**src/rtl/loong_frame_loader.sv**
```systemverilog
// rtl/loong_frame_loader.sv - UART frame loader feeding the LOONG cipher core
//
// Collects one frame (SOF_BYTE, NIBBLES data bytes, EOF_BYTE) from a byte
// strobe interface into shadow registers.  Once the core is idle it commits
// them to plaintext/round_key and issues a single do_loong start pulse.
//
// Ports:
//   clck       - clock, all state changes on the rising edge
//   reset      - asynchronous active-low reset
//   rx_valid   - one-cycle strobe qualifying rx_byte
//   rx_byte    - received byte; low nibble -> plaintext, high nibble -> key
//   core_busy  - cipher core still working on the previous block
//   plaintext  - committed plaintext, nibble i at [4i+3:4i]
//   round_key  - committed key, same packing
//   do_loong   - one-cycle start pulse to the core
//   frame_err  - one-cycle pulse on a bad EOF marker or inter-byte timeout
//   busy       - high whenever the loader is not idle
module loong_frame_loader #(
  parameter int          NIBBLES        = 16,
  parameter logic [7:0]  SOF_BYTE       = 8'hAA,
  parameter logic [7:0]  EOF_BYTE       = 8'hFF,
  parameter int          TIMEOUT_CYCLES = 100000
) (
  input  logic                   clck,
  input  logic                   reset,
  input  logic                   rx_valid,
  input  logic [7:0]             rx_byte,
  input  logic                   core_busy,
  output logic [4*NIBBLES-1:0]   plaintext,
  output logic [4*NIBBLES-1:0]   round_key,
  output logic                   do_loong,
  output logic                   frame_err,
  output logic                   busy
);

  localparam int IDX_W = $clog2(NIBBLES + 1);
  localparam int TO_W  = $clog2(TIMEOUT_CYCLES);

  localparam logic [IDX_W-1:0] LAST_IDX = IDX_W'(NIBBLES - 1);
  localparam logic [TO_W-1:0]  TO_LAST  = TO_W'(TIMEOUT_CYCLES - 1);

  typedef enum logic [1:0] {
    IDLE,
    LOAD,
    WAIT_EOF,
    FIRE
  } state_t;

  state_t               state;
  logic [IDX_W-1:0]     idx;
  logic [TO_W-1:0]      to_cnt;
  logic [4*NIBBLES-1:0] shadow_pt;
  logic [4*NIBBLES-1:0] shadow_key;
  logic                 timeout;

  // A byte arriving on the terminal count wins over the timeout.
  assign timeout = (to_cnt == TO_LAST) && !rx_valid;
  assign busy    = (state != IDLE);

  always_ff @(posedge clck or negedge reset) begin
    if (!reset) begin
      state      <= IDLE;
      idx        <= '0;
      to_cnt     <= '0;
      shadow_pt  <= '0;
      shadow_key <= '0;
      plaintext  <= '0;
      round_key  <= '0;
      do_loong   <= 1'b0;
      frame_err  <= 1'b0;
    end else begin
      do_loong  <= 1'b0;
      frame_err <= 1'b0;
      case (state)
        IDLE: begin
          if (rx_valid && rx_byte == SOF_BYTE) begin
            idx    <= '0;
            to_cnt <= '0;
            state  <= LOAD;
          end
        end

        LOAD: begin
          // Marker values are plain data here; only the count ends LOAD.
          if (rx_valid) begin
            for (int i = 0; i < NIBBLES; i++) begin
              if (idx == IDX_W'(i)) begin
                shadow_pt[4*i +: 4]  <= rx_byte[3:0];
                shadow_key[4*i +: 4] <= rx_byte[7:4];
              end
            end
            idx    <= idx + 1'b1;
            to_cnt <= '0;
            if (idx == LAST_IDX) state <= WAIT_EOF;
          end else if (timeout) begin
            frame_err <= 1'b1;
            state     <= IDLE;
          end else begin
            to_cnt <= to_cnt + 1'b1;
          end
        end

        WAIT_EOF: begin
          if (rx_valid) begin
            to_cnt <= '0;
            if (rx_byte == EOF_BYTE) begin
              state <= FIRE;
            end else begin
              frame_err <= 1'b1;
              state     <= IDLE;
            end
          end else if (timeout) begin
            frame_err <= 1'b1;
            state     <= IDLE;
          end else begin
            to_cnt <= to_cnt + 1'b1;
          end
        end

        FIRE: begin
          // rx_valid is ignored here, including on the exit edge, so a byte
          // coinciding with the commit is never taken as a SOF.
          if (!core_busy) begin
            plaintext <= shadow_pt;
            round_key <= shadow_key;
            do_loong  <= 1'b1;
            state     <= IDLE;
          end
        end
      endcase
    end
  end

endmodule

```
**config.mk**
```make
export PLATFORM = sky130hd
export DESIGN_NAME = loong_frame_loader
export DESIGN_NICKNAME = d
export VERILOG_FILES = /design/src/rtl/loong_frame_loader.sv
export SDC_FILE = /design/constraint.sdc
export NUM_CORES = 1
export LEC_CHECK = 0
export CAP_MARGIN = 20
export CORE_MARGIN = 5
export CORE_UTILIZATION = 40
export DETAILED_ROUTE_END_ITERATION = 16
export GPL_TIMING_DRIVEN = 0
export PLACE_DENSITY_LB_ADDON = 0.1
export SLEW_MARGIN = 15
export SYNTH_ARGS = -nofsm -noshare
export SYNTH_HDL_FRONTEND = slang
export SYNTH_SLANG_ARGS = --single-unit
```
**constraint.sdc**
```tcl
create_clock -name clck -period 1.85 [get_ports clck]
set_input_delay 0.2775 -clock clck [delete_from_list [all_inputs] [get_ports clck]]
set_output_delay 0.2775 -clock clck [all_outputs]
set_load 0.03 [all_outputs]
```
==> results_dict.tcl, run 1 <==
set metrics [dict create \
    hold_class "primary input to asynchronous set/reset pin" \
    worst_pin_slew_ns 0.837 \
    peakVddDrop_v 0.000805 \
    ys_types 48 \
    synth_edf_count 0 \
    track_usage_pct 17.8 \
    multiInputGateArea_mm2 0.00459 \
    max_cap_violations 0 \
    pwr_density_cell_mw_per_mm2 1400 \
    required_ns 2.27 \
    finalSetupViolations 104 \
    dr.pass1.iters 8 \
    tns_ns -5.95 \
    cts_buffers 30 \
    port_buffers 142 \
    grt_pass1_wl_um 45400 \
    io-pin-count 143 \
    hold_viol_final 0 \
    num_antenna_cells 0 \
    skew_ns 0.0153 \
    antenna_found_initial 0 \
    drtIter0Drc 458 \
    max_slew_margin_pct 44.2 \
    synthCells 1038 \
    p_leak_nw 8.14 \
    finalPower_mw 21.3 \
    outcome "finished, violations left" \
    wire_per_inst_um 17.3 \
    design.die.area_mm2 0.0320 \
    htreeDepth 1 \
    cts.clk_slew.worst_paths_ns 0.06 \
    drive_gt1_share_pct 23.3 \
    core_mm2 0.0279 \
    die_y_um 179 \
    postRouteAntennaNets 0 \
    synth-seq-cells 282 \
    synth_seq_area_share_pct 61.9 \
    cts_sinks 282 \
    start_util_pct 40.8 \
    layout_min_cycle_time_ns 1.94 \
    vias 8006 \
    synthesis.area_mm2 0.0114 \
    cts_tree "yes" \
    fin_util_pct 54.4 \
    yosysWarnings 0 \
    dp_cells 1560 \
    end_kind "flip-flop" \
    path_max_fanout 8 \
    synth_ff_type "dfrtp_1" \
    timing.hold.ws_ns 0.355 \
    arrival_ns 2.36 \
    startpoint_type "flip-flop" \
    slew_viol_final 0 \
    dieWidth_um 179 \
    globalplace.congestion 0.777 \
    dp_hpwl_um 18200 \
    async_flop_share_pct 100 \
    cts_root_buffer "clkbuf_16" \
    vias_per_cell 4.87 \
    violations "setup timing" \
    max_freq_mhz 515 \
    floorplan.rows 61 \
    clk_path_buf_depth 3 \
    grt_overflow 0 \
    period_share_pct 105 \
    seq_area_mm2 0.00706 \
    remaining_drc_errors 0 \
    num-nets-final 1268 \
    setup_ws_ns -0.0926 \
    first_global_vias 8129 \
    areaGrowthSynthToFinish_pct 33.3 \
    mappedNetlistNets 1062 \
    syn_area_per_cell_um2 11.0 \
    nFillCells 2570 \
    drt_wl_total_um 28400 \
    finalNonFillerCells 1643 \
    rsz0062_at_grt "yes" \
    grt_max_degree 103 \
    path_class "flip-flop to flip-flop" \
    clock_latency_ns 0.55 \
]
## per-layer routing
metal	routed length, µm	vias up	GRT usage (%)
li1	-	3834	-
met1	13500	3981	26.0
met2	13100	166	28.4
met3	1440	25	2.99
met4	346	0	3.42
met5	0	-	0
## power breakdown
group	switching (mW)	internal, mW	total, mW
registers	0.842	7.66	8.50
logic	3.81	2.57	6.37
clock network	2.43	3.95	6.38
total	7.08	14.2	21.3
## placed cells by master (no fill, tap or decap), types with 5 or more instances in the layout
| cell type | count |
|---|---|
| a21oi_1 | 12 |
| a31oi_1 | 5 |
| buf_12 | 12 |
| buf_2 | 8 |
| buf_4 | 16 |
| clkbuf_1 | 14 |
| clkbuf_16 | 31 |
| clkbuf_2 | 23 |
| clkbuf_8 | 9 |
| clkdlybuf4s50_1 | 8 |
| dfrtp_1 | 278 |
| dlygate4sd2_1 | 128 |
| ha_1 | 9 |
| inv_1 | 11 |
| mux2_2 | 55 |
| mux2_4 | 72 |
| nand2_1 | 401 |
| nand3_1 | 9 |
| nand4_1 | 8 |
| nor2_1 | 17 |
| nor2_4 | 12 |
| nor3_1 | 5 |
| o21ai_0 | 17 |
| o21ai_1 | 7 |
| o31ai_1 | 5 |
## synth_stat cells (2+ instances only)
library cell | number | area, µm²
nand2_1 | 403 | 1510
dfrtp_1 | 282 | 7060
mux2_2 | 124 | 1400
clkbuf_1 | 38 | 143
nor2_1 | 19 | 71.3
o21ai_0 | 19 | 95.1
nand3_1 | 15 | 75.1
inv_1 | 14 | 52.6
a21oi_1 | 12 | 60.1
ha_1 | 12 | 150
nor2_4 | 12 | 135
nand4_1 | 8 | 50.1
a31oi_1 | 6 | 37.5
buf_2 | 6 | 30.0
nor3_1 | 6 | 30.0
o21ai_1 | 5 | 25.0
o31ai_1 | 5 | 37.5
and3_1 | 4 | 25.0
mux2_1 | 4 | 45.0
nand2_2 | 4 | 25.0
o41ai_1 | 4 | 35.0
nand2b_1 | 3 | 18.8
o221ai_1 | 3 | 26.3
a221o_1 | 2 | 20.0
buf_1 | 2 | 7.51
nor4_4 | 2 | 42.5
nor4b_1 | 2 | 17.5
or3_1 | 2 | 12.5
## critical path: stages (launching register included)
cell	delay, ns
dfrtp_2	0.43
inv_2	0.09
buf_6	0.10
ha_4	0.14
nand2_4	0.06
nor2_4	0.15
buf_12	0.16
nand2_8	0.08
nor2_4	0.13
buf_12	0.14
mux2_2	0.33
## path summary, 6_finish.rpt
path	from	to	slack (ns)	cells past startpoint
max in group asynchronous	reset	shadow_pt[36]	0.54	3
min	reset	plaintext[7]	0.36	2
min reg2reg	shadow_key[15]	round_key[15]	0.46	2
max	state[1]	shadow_pt[39]	-0.09	10
max reg2reg	state[1]	shadow_pt[39]	-0.09	10
min in group clck	rx_byte[2]	shadow_pt[42]	0.43	2
## cells by family (layout without fill, tap and decap cells)
kind of cell / Yosys count / count (layout) / synth area share, %
buf+inv: 61 / 288 / 2.07
compound gates: 64 / 64 / 3.60
mux: 129 / 129 / 12.7
flops: 282 / 282 / 61.9
simple gates: 490 / 490 / 18.4
fa+ha+maj: 12 / 12 / 1.32
## area by class of cell
class | instances | area share [%]
Timing Repair Buffer | 175 | 11.4
Clock buffer | 44 | 6.02
Clock inverter | 9 | 0.980
Multi-Input combinational cell | 695 | 30.2
Sequential cell | 282 | 46.5
Inverter | 15 | 0.412
Buffer | 45 | 1.49
Tap cell | 378 | 3.11
## through the flow
stage,area (µm²),setup slack (ns)
3_3_place_gp,13400,-12.05
5_1_grt,15200,-0.142
2_1_floorplan,11500,-0.0301
6_report,15200,-0.0926
3_5_place_dp,13400,-0.743
4_1_cts,15000,-0.151
## registers in the layout (all words and copies together) (netlist names)
signal      count
do_loong        1
frame_err       1
idx             5
plaintext      64
round_key      64
shadow_key     64
shadow_pt      64
state           2
to_cnt         17
## repair_timing
action / in CTS / in global routing
pin swaps: 13 / 11
hold buffers: 1 / 0
resized for setup: 234 / 53
endpoints found under the setup margin: 399 / 269
buffers inserted: 24 / 6
endpoints found under the hold margin: 88 / 0
Note: power is estimated with default switching activity, not from simulation.
==> inputs of run 2 (changes only) <==
--- a/config.mk
+++ b/config.mk
@@ -5,7 +5,6 @@
 export SDC_FILE = /design/constraint.sdc
 export NUM_CORES = 1
 export LEC_CHECK = 0
-export CAP_MARGIN = 20
 export CORE_MARGIN = 5
 export CORE_UTILIZATION = 40
 export DETAILED_ROUTE_END_ITERATION = 16
==> results of run 2 <==
Same layout as run 1: the final DEF is identical, and so are final timing and power.
